`src/rtl/clk_div_pkg.sv`:
```
// Shared defaults and helpers for the clk_div_bank programmable divider bank.
package clk_div_pkg;

    localparam int DEF_DIV_C = 256;
    localparam int DEF_HI_C  = 128;

    // Channel-select width; a single channel still gets a 1-bit select port.
    function automatic int calc_ch_w(input int nch);
        if (nch > 1) begin
            return $clog2(nch);
        end else begin
            return 1;
        end
    endfunction

    function automatic logic [15:0] clamp_div(input logic [15:0] d);
        if (d < 16'd2) begin
            return 16'd2;
        end else begin
            return d;
        end
    endfunction

endpackage

```
`src/rtl/clk_div_chan.sv`:
```
// One divider channel: period counter, active div/hi registers and a one-deep
// pending shadow that is applied at the period boundary.
module clk_div_chan
    import clk_div_pkg::*;
#(
    parameter int DIV_W   = 10,
    parameter int DEF_DIV = DEF_DIV_C,
    parameter int DEF_HI  = DEF_HI_C
)(
    input  logic             clk_in,
    input  logic             rst_n,
    input  logic             en,
    input  logic             sync,
    input  logic             wr,
    input  logic [DIV_W-1:0] wr_div,
    input  logic [DIV_W-1:0] wr_hi,
    output logic             pending,
    output logic             clk_out,
    output logic             tick
);

    logic [DIV_W-1:0] cnt_r, div_r, hi_r, pdiv_r, phi_r;
    logic [DIV_W-1:0] cnt_s, div_s, hi_s, pdiv_s, phi_s;
    logic             pend_r, run_r, clk_r, tick_r;
    logic             pend_s, clk_s, tick_s, wrap_s;

    // run_r distinguishes the first enabled cycle, which holds cnt at 0.
    assign wrap_s = sync || (cnt_r >= (div_r - DIV_W'(1)));

    // Next-state: outputs are computed from the next cnt/div/hi so that the
    // registered clk_out/tick line up with cnt with zero latency.
    always_comb begin
        cnt_s  = cnt_r;
        div_s  = div_r;
        hi_s   = hi_r;
        pdiv_s = pdiv_r;
        phi_s  = phi_r;
        pend_s = pend_r;
        clk_s  = 1'b0;
        tick_s = 1'b0;
        if (!en) begin
            cnt_s  = {DIV_W{1'b0}};
            pend_s = 1'b0;
            if (wr) begin
                div_s = wr_div;
                hi_s  = wr_hi;
            end else if (pend_r) begin
                div_s = pdiv_r;
                hi_s  = phi_r;
            end else begin
                div_s = div_r;
            end
        end else begin
            if (run_r && wrap_s) begin
                cnt_s = {DIV_W{1'b0}};
                if (pend_r) begin
                    div_s  = pdiv_r;
                    hi_s   = phi_r;
                    pend_s = 1'b0;
                end else begin
                    pend_s = 1'b0;
                end
            end else if (!run_r) begin
                cnt_s = {DIV_W{1'b0}};
            end else begin
                cnt_s = cnt_r + DIV_W'(1);
            end
            // A write in the wrap cycle lands in the shadow: no same-cycle bypass.
            if (wr) begin
                pend_s = 1'b1;
                pdiv_s = wr_div;
                phi_s  = wr_hi;
            end else begin
                pdiv_s = pdiv_r;
            end
            clk_s  = (cnt_s < hi_s);
            tick_s = (cnt_s == (div_s - DIV_W'(1)));
        end
    end

    // Channel state registers.
    always_ff @(posedge clk_in or negedge rst_n) begin
        if (!rst_n) begin
            cnt_r  <= {DIV_W{1'b0}};
            div_r  <= DIV_W'(DEF_DIV);
            hi_r   <= DIV_W'(DEF_HI);
            pdiv_r <= DIV_W'(DEF_DIV);
            phi_r  <= DIV_W'(DEF_HI);
            pend_r <= 1'b0;
            run_r  <= 1'b0;
            clk_r  <= 1'b0;
            tick_r <= 1'b0;
        end else begin
            cnt_r  <= cnt_s;
            div_r  <= div_s;
            hi_r   <= hi_s;
            pdiv_r <= pdiv_s;
            phi_r  <= phi_s;
            pend_r <= pend_s;
            run_r  <= en;
            clk_r  <= clk_s;
            tick_r <= tick_s;
        end
    end

    assign pending = pend_r;
    assign clk_out = clk_r;
    assign tick    = tick_r;

endmodule

```
`src/rtl/clk_div_bank.sv`:
```
// Bank of NCH runtime-programmable integer clock dividers off clk_in.
// Optional CLK_DIV_BANK_SYNC_EN adds sync_pulse to phase-align all channels.
module clk_div_bank
    import clk_div_pkg::*;
#(
    parameter int NCH     = 5,
    parameter int DIV_W   = 10,
    parameter int DEF_DIV = DEF_DIV_C,
    parameter int DEF_HI  = DEF_HI_C,
    parameter int CH_W    = calc_ch_w(NCH)
)(
    input  logic             clk_in,
    input  logic             rst_n,
    input  logic             cfg_valid,
    output logic             cfg_ready,
    input  logic [CH_W-1:0]  cfg_ch,
    input  logic [DIV_W-1:0] cfg_div,
    input  logic [DIV_W-1:0] cfg_hi,
    input  logic [NCH-1:0]   ch_en,
    output logic [NCH-1:0]   clk_out,
    output logic [NCH-1:0]   tick
`ifdef CLK_DIV_BANK_SYNC_EN
    ,
    input  logic             sync_pulse
`endif
);

    logic [NCH-1:0]   pend_s;
    logic [NCH-1:0]   wr_s;
    logic [DIV_W-1:0] div_cl_s;
    logic             ready_s;
    logic             sync_s;

`ifdef CLK_DIV_BANK_SYNC_EN
    assign sync_s = sync_pulse;
`else
    assign sync_s = 1'b0;
`endif

    assign div_cl_s = DIV_W'(clamp_div(16'(cfg_div)));

    // Out-of-range channel numbers are always ready and simply dropped.
    always_comb begin
        ready_s = 1'b1;
        if (32'(cfg_ch) < NCH) begin
            ready_s = !pend_s[cfg_ch];
        end else begin
            ready_s = 1'b1;
        end
    end

    assign cfg_ready = ready_s;

    for (genvar g = 0; g < NCH; g++) begin : g_ch
        assign wr_s[g] = cfg_valid && ready_s && (32'(cfg_ch) == g);

        clk_div_chan #(
            .DIV_W   (DIV_W),
            .DEF_DIV (DEF_DIV),
            .DEF_HI  (DEF_HI)
        ) u_chan (
            .clk_in  (clk_in),
            .rst_n   (rst_n),
            .en      (ch_en[g]),
            .sync    (sync_s),
            .wr      (wr_s[g]),
            .wr_div  (div_cl_s),
            .wr_hi   (cfg_hi),
            .pending (pend_s[g]),
            .clk_out (clk_out[g]),
            .tick    (tick[g])
        );
    end

endmodule

```
`config.mk`:
```
export PLATFORM = sky130hd
export DESIGN_NAME = clk_div_bank
export DESIGN_NICKNAME = d
export VERILOG_FILES = /design/src/rtl/clk_div_pkg.sv /design/src/rtl/clk_div_chan.sv /design/src/rtl/clk_div_bank.sv
export SDC_FILE = /design/constraint.sdc
export NUM_CORES = 1
export LEC_CHECK = 0
export ABC_AREA = 1
export BUFFER_PORTS_ARGS = -buffer_cell sky130_fd_sc_hd__buf_2
export CORE_MARGIN = 2
export CORE_UTILIZATION = 60
export CTS_CLUSTER_SIZE = 30
export DETAILED_ROUTE_END_ITERATION = 8
export PLACE_DENSITY = 0.79
export SLEW_MARGIN = 30
export SYNTH_ARGS = -nofsm -noshare
export SYNTH_HDL_FRONTEND = slang
export SYNTH_SLANG_ARGS = --single-unit
```
`constraint.sdc`:
```
create_clock -name clk_in -period 4.5 [get_ports clk_in]
set_input_delay 0.225 -clock clk_in [delete_from_list [all_inputs] [get_ports clk_in]]
set_output_delay 0.225 -clock clk_in [all_outputs]
set_load 0.1 [all_outputs]
```
==> results of run 1 <==
-- repair_timing --
action	4_1_cts	5_1_grt
buffers inserted	0	2
hold buffers	6	0
resized for setup	0	20
hold endpoints to repair	113	0
setup endpoints to repair	0	5
-- layout make-up --
class | instances | area, sq um | share of cell area (%)
antenna | 1 | 2.50 | 0.0122
clock buffer | 37 | 818 | 4.00
clock inverter | 19 | 353 | 1.72
inverter | 288 | 1100 | 5.37
multi-input combinational | 1913 | 10500 | 51.1
sequential | 270 | 6780 | 33.1
tap | 396 | 495 | 2.42
timing repair buffer | 65 | 443 | 2.16
timing repair inverter | 2 | 12.5 | 0.0611
-- flip-flops by register name, indices dropped and copies added, names as in the netlist --
name / cells
g_ch.u_chan.pending: 5
g_ch.u_chan.clk_out: 5
g_ch.u_chan.cnt_r: 50
g_ch.u_chan.phi_r: 50
g_ch.u_chan.pdiv_r: 50
g_ch.u_chan.tick: 5
g_ch.u_chan.div_r: 50
g_ch.u_chan.hi_r: 50
g_ch.u_chan.run_r: 5
-- per-layer routing --
metal | vias up | GRT usage (%)
met2 | 725 | 52.5
met4 | 0 | 13.7
met5 | - | 0
met3 | 157 | 4.50
li1 | 8467 | -
met1 | 8252 | 44.8
-- stage by stage --
step / area [sq um] / power [mW] / utilization, %
finish: 20500 / 9.04 / 66.6
global route: 20500 / 9.61 / 66.6
CTS: 20400 / 9.00 / 66.3
detailed placement: 19100 / 6.07 / 62.3
global placement: 19100 / 5.94 / 62.2
floorplan: 18900 / 5.33 / -
-- report_power, final --
| group | internal [mW] | switching [mW] | total, mW | leakage, nW |
|---|---|---|---|---|
| sequential | 2.90 | 0.301 | 3.20 | 3.42 |
| combinational | 1.00 | 1.92 | 2.92 | 6.47 |
| clock | 1.86 | 1.05 | 2.91 | 0.578 |
-- cell families (layout without fill, tap and decap cells) --
group,Yosys count,after routing,share of synthesized area (%)
mux,46,46,2.44
other cells,0,1,0
xor+xnor,71,71,3.44
flops,270,270,35.9
simple gates,1185,1185,27.2
fa+ha+maj,110,110,7.29
buf+inv,403,411,8.73
compound gates,501,501,15.0
-- cells in the mapped netlist (3+ instances only) --
cell type  count  area (sq um)
a211oi_1       8          60.1
a21o_1         5          37.5
a21oi_1       45           225
buf_2         41           205
buf_4         11          82.6
buf_6          5          56.3
clkbuf_1      55           206
clkinv_1       4          15.0
dfrtp_1      250          6260
dfstp_2       20           526
ha_1         110          1380
inv_1        267          1000
inv_2         16          60.1
mux2i_1       46           460
nand2_1      722          2710
nand2_2       28           175
nand2_4        7          78.8
nand3_1      157           786
nand3_2        6          60.1
nand3_4        5          87.6
nand3b_1       5          37.5
nand4_1       21           131
nor2_1       174           653
nor2_2        13          81.3
nor2_4         8          90.1
nor3_1        18          90.1
nor4_1         3          18.8
o211ai_1      91           683
o21ai_0      176           881
o21ai_1      157           786
o21bai_1       3          22.5
o221ai_1       3          26.3
o31ai_1        4          30.0
or2_2          8          50.1
xnor2_1       19           166
xor2_1        50           438
-- worst reg2reg max path, cell delays in order (launching register included) --
cell        delay [ns]
dfrtp_1           0.39
inv_1             0.14
nand2_1           0.10
nor3_1            0.24
nand3_1           0.17
nor3_1            0.20
xor2_1            0.17
inv_1             0.06
ha_1              0.29
nand2_1           0.08
inv_1             0.04
nor2_1            0.08
o21a_1            0.19
nand3_4           0.16
nand2_4           0.23
clkinvlp_2        0.41
nand2_1           0.14
o21ai_0           0.12
ha_1              0.32
nand2_1           0.09
inv_1             0.05
nand3_1           0.09
o221ai_1          0.13
a211oi_1          0.20
-- path summary, 6_finish.rpt --
kind,startpoint,to,cells after the start
max,g_ch[4].u_chan.div_r[0],g_ch[4].u_chan.clk_out,23
min,cfg_hi[7],g_ch[4].u_chan.phi_r[7],3
max reg2reg,g_ch[4].u_chan.div_r[0],g_ch[4].u_chan.clk_out,23
min reg2reg,g_ch[0].u_chan.pdiv_r[8],g_ch[0].u_chan.pdiv_r[8],2
max in group asynchronous,rst_n,g_ch[3].u_chan.cnt_r[3],3
min in group asynchronous,rst_n,g_ch[4].u_chan.cnt_r[6],2
==> impl_metrics.csv, run 1 <==
group,metric,value,unit
outcome,status,"finished, final reports clean",
route,drt-initial-drc-count,1640,
yosys,yosysSeqAreaShare,35.9,%
clock_tree,tritoncts,"built",
clock_tree,clock-sinks,270,
yosys,synthFlopType,"dfrtp_1",
critical_path,arrival,4.67,ns
critical_path,critPathKind,"flop to flop",
route,detail-route-antenna-nets,0,
cells_and_area,fin_cells,2991,
sta,setup_viol,0,
critical_path,reg2reg_slack,0.31,ns
global_routing,grt_overflow_total,0,
clock_tree,clkTransAtPathRegs,0.06,ns
clock_tree,clkLatencyLatePin,0.57,ns
yosys,syn-instance-count,2586,
sta,fin_tns_setup,0,ns
yosys,synth_seq_cells,270,
yosys,syn_nets,2727,
power_and_ir_drop,ir_drop,0.327,mV
route,m1WireLength,22.8,mm
critical_path,crit_path_max_fanout,18,
die,rows,64,
clock_tree,clock_path_buffers,3,
sta,maxSlewViolCount,0,
global_routing,grt_pass1_vias,16700,
route,vias_per_cell,5.88,
die,chipWidth,181,um
sta,slew_headroom,39.3,%
place,dp_slack,0.167,ns
global_routing,grt_pass1_wl,86.3,mm
place,gpl.final_weighted_congestion,0.961,
route,dr_wl_met3,4.18,mm
die,die-area,0.0329,sq mm
route,drc,0,
power_and_ir_drop,power_density,441,mW/mm^2
global_routing,grt_max_degree,113,
sta,worst_slack,0.310,ns
critical_path,critPathBufInv,5,
sta,worstMarginPinSlew,0.907,ns
min_path,min_path_type,"primary input to flop",
sta,holdWs,0.0447,ns
die,start_util,61.4,%
place,dp_hpwl,38.1,mm
sta,hold_viol,0,
clock_tree,cts-root-buf,"clkbuf_16",
global_routing,antenna_found_initial,1,
critical_path,worst_path_max_delay_cell,"clkinvlp_2",
sta,timing.final.crit_share,93.1,%
cells_and_area,layout_common_cells,"nand2_1, inv_1, dfrtp_1, nor2_1, o21ai_0",
route,met2_length,24.3,mm
die,core,0.0307,sq mm
yosys,netlist_area,0.0189,sq mm
clock_tree,cts.htree.levels,1,
critical_path,cp_cell_sequence,"inv_1 > nand2_1 > nor3_1 > nand3_1 > nor3_1 > xor2_1 > inv_1 > ha_1 > nand2_1 > inv_1 > nor2_1 > o21a_1 > nand3_4 > nand2_4 > clkinvlp_2 > nand2_1 > o21ai_0 > ha_1 > nand2_1 > inv_1 > nand3_1 > o221ai_1 > a211oi_1",
job,drv_cap,0,
sta,finalCriticalPeriod,4.19,ns
yosys,yosysUniqueCellTypes,53,
die,io_pins,42,
power_and_ir_drop,p_leak,10.5,nW
cells_and_area,final_common_cell,"nand2_1",
route,routedWlPerCell,18.0,um
clock_tree,cts_buffers,30,
route,via_count,17600,
global_routing,grt_usage,32.7,%
critical_path,cp-start-kind,"flop",
route,maxUsedRoutingLayer,"met4",
cells_and_area,syn_to_final_growth,8.51,%
sta,clock_skew,0.0169,ns
critical_path,critPathTopFamily,"simple AND/OR/NAND/NOR gates",
critical_path,slowest_delay,0.41,ns
route,wl,53.7,mm
cells_and_area,drive_gt1_share,9.33,%
yosys,yosysWarningCount,0,
sta,rsz0062_at_grt,"false",
critical_path,end_kind,"flop",
yosys,avgSynthCellArea,7.30,sq um
cells_and_area,nets,2711,
yosys,synth_edf_count,0,
route,first_pass_iters,6,
place,dp.cells,2923,
cells_and_area,n_fill_cell,2682,
critical_path,critPathRequiredTime,4.98,ns
die,die_h,181,um
sta,fmax,239,MHz
yosys,synthArstFlopShare,100,%
place,portBuffers,41,
Power figures use the tool's default switching activity.
==> run 2, diff against run 1 <==
Clock period 4.5 ns to 5.2 ns, I/O delays scaled along.
==> impl_metrics.csv, run 2 (same netlist as run 1, synthesis figures left out) <==
group,metric,value,unit
outcome,status,"finished, final reports clean",
route,via_count,17400,
clock_tree,clkTransAtPathRegs,0.06,ns
critical_path,critPathKind,"flop to flop",
critical_path,startpoint,"g_ch[1].u_chan.div_r[0]",
sta,worst_slack,0.802,ns
cells_and_area,syn_to_final_growth,7.59,%
die,die-area,0.0329,sq mm
sta,slew_headroom,39.6,%
sta,finalCriticalPeriod,4.40,ns
die,die_h,181,um
route,routedWlPerCell,17.6,um
power_and_ir_drop,pwr-share-comb,32.8,%
die,io_pins,42,
sta,setup_viol,0,
die,core,0.0307,sq mm
sta,hold_viol,0,
critical_path,crit_path_max_fanout,25,
critical_path,worstSetupEndpoint,"g_ch[1].u_chan.clk_out",
power_and_ir_drop,p_int,4.78,mW
power_and_ir_drop,power,7.64,mW
sta,timing.final.crit_share,84.6,%
global_routing,grt_usage,32.4,%
clock_tree,clock-sinks,270,
route,detail-route-antenna-nets,0,
global_routing,grt_overflow_total,0,
cells_and_area,multi_input_area,0.0104,sq mm
cells_and_area,fin_area,0.0203,sq mm
cells_and_area,n_fill_cell,2698,
cells_and_area,final_common_cell,"nand2_1",
critical_path,reg2reg_slack,0.80,ns
route,first_pass_iters,6,
cells_and_area,nets,2704,
critical_path,arrival,4.86,ns
place,gpl.final_weighted_congestion,0.925,
sta,fin_tns_setup,0,ns
power_and_ir_drop,p_leak,10.4,nW
sta,worstMarginPinSlew,0.903,ns
cells_and_area,seqCellArea,0.00678,sq mm
place,dp.cells,2920,
route,drc,0,
global_routing,use_met3,5.81,%
global_routing,grt-busiest-layer,"met2",
route,wl,52.7,mm
cells_and_area,fin_cells,2985,
critical_path,end_kind,"flop",
critical_path,ff2ff_path_depth,19,
clock_tree,postCtsSetupRepairBufs,0,
cells_and_area,layout_common_cells,"nand2_1, inv_1, dfrtp_1, o21ai_0, nor2_1",
die,start_util,61.4,%
place,portBuffers,41,
power_and_ir_drop,power_density,376,mW/mm^2
sta,holdWs,0.0665,ns
clock_tree,cts-resized-gates,0,
global_routing,grt_pass1_vias,16700,
critical_path,cp-start-kind,"flop",
place,dp_hpwl,37.4,mm
clock_tree,cts_buffers,31,
clock_tree,clock_path_buffers,3,
clock_tree,clkLatencyLatePin,0.59,ns
route,vias_per_cell,5.85,
route,drt-initial-drc-count,1466,
sta,clock_skew,0.0294,ns
place,placed_area,0.0191,sq mm
power_and_ir_drop,pwr-share-seq,36.2,%
critical_path,worst_path_max_delay_cell,"o21ai_0",
place,dp_slack,0.926,ns
critical_path,critPathRequiredTime,5.66,ns
die,rows,64,
power_and_ir_drop,netSwitchingFraction,37.4,%
global_routing,use_met1,43.7,%
sta,rsz0062_at_grt,"false",
power_and_ir_drop,ir_drop,0.304,mV
global_routing,grt_use_met2,51.9,%
cells_and_area,postLayoutCoreUtil,66.0,%
cells_and_area,drive_gt1_share,9.00,%
job,drv_cap,0,
power_and_ir_drop,netSwitchingPower,2.86,mW
global_routing,grt_max_degree,109,
sta,fmax,227,MHz
die,chipWidth,181,um
critical_path,cp_cell_sequence,"inv_1 > nand4_1 > nor3_1 > nand2_1 > nor2_1 > xnor2_1 > ha_1 > a21o_1 > nor2_4 > nand3_4 > nand2_2 > clkinv_2 > o21ai_0 > ha_1 > a21oi_1 > nor2_1 > a211oi_1 > o221ai_1 > a211oi_1",
critical_path,r2r_end,"g_ch[1].u_chan.clk_out",
sta,maxSlewViolCount,0,
critical_path,reg2reg_from,"g_ch[1].u_chan.div_r[0]",
global_routing,grt_pass1_wl,85.5,mm
critical_path,slowest_delay,0.41,ns
clock_tree,cts-root-buf,"clkbuf_16",
global_routing,antenna_found_initial,2,
clock_tree,tritoncts,"built",
power_and_ir_drop,clkPwrFrac,31.0,%
min_path,min_path_type,"primary input to flop",
clock_tree,cts.htree.levels,1,
run 2: cell count changes in the layout (fill, tap and decap cells not counted), moves of 2 or more:
| cell | before | now |
|---|---|---|
| o21ai_0 | 170 | 176 |
| buf_4 | 16 | 11 |
| bufinv_16 | 10 | 5 |
| o21ai_1 | 162 | 157 |
| clkinv_4 | 2 | 6 |
| clkbuf_1 | 4 | 1 |
| inv_1 | 264 | 267 |
| clkbuf_8 | 2 | 4 |
| inv_6 | 2 | 4 |
run 2: layout make-up:
cell class / instances / share of cell area (%)
antenna: 1 / 0.0123
clock inverter: 22 / 1.37
timing repair buffer: 59 / 1.86
clock buffer: 36 / 4.11
multi-input combinational: 1913 / 51.5
sequential: 270 / 33.4
inverter: 288 / 5.33
tap: 396 / 2.44
run 2: worst max-delay path: cells and delay by family (launching register included):
kind            cells  cell delay, ns
buf+inv             2            0.54
simple gates        8            1.39
compound gates      6            1.27
flops               1            0.37
fa+ha+maj           2            0.58
xor+xnor            1            0.15
run 2: layer usage:
metal	up-vias	routed length, um
li1	8467	-
met1	8230	22500
met2	608	23800
met3	142	4180
met4	2	2140
met5	-	13
run 2: how the worst min path moves through the flow:
stage                         start                       to  slack, ns  depth (start not counted)
after floorplan               rst_n   g_ch[0].u_chan.clk_out      -0.04                          0
after global placement        rst_n  g_ch[4].u_chan.cnt_r[4]       0.38                          1
after detailed placement      rst_n  g_ch[4].u_chan.cnt_r[4]       0.37                          1
after CTS                 cfg_hi[7]  g_ch[4].u_chan.phi_r[7]       0.05                          3
after global routing      cfg_hi[7]  g_ch[4].u_chan.phi_r[7]       0.09                          3
final                     cfg_hi[7]  g_ch[4].u_chan.phi_r[7]       0.07                          3
run 2: timing repair:
item	CTS	global route
hold buffers	6	0
setup endpoints to repair	0	0
endpoints found under the hold margin	104	0
run 2: power groups by stage:
stage	Clock, mW	Combinational [mW]	Sequential [mW]
2_1_floorplan	0	1.92	2.70
3_3_place_gp	0	2.37	2.78
3_5_place_dp	0	2.45	2.79
4_1_cts	2.40	2.48	2.75
5_1_grt	2.49	2.86	2.80
6_report	2.37	2.50	2.76
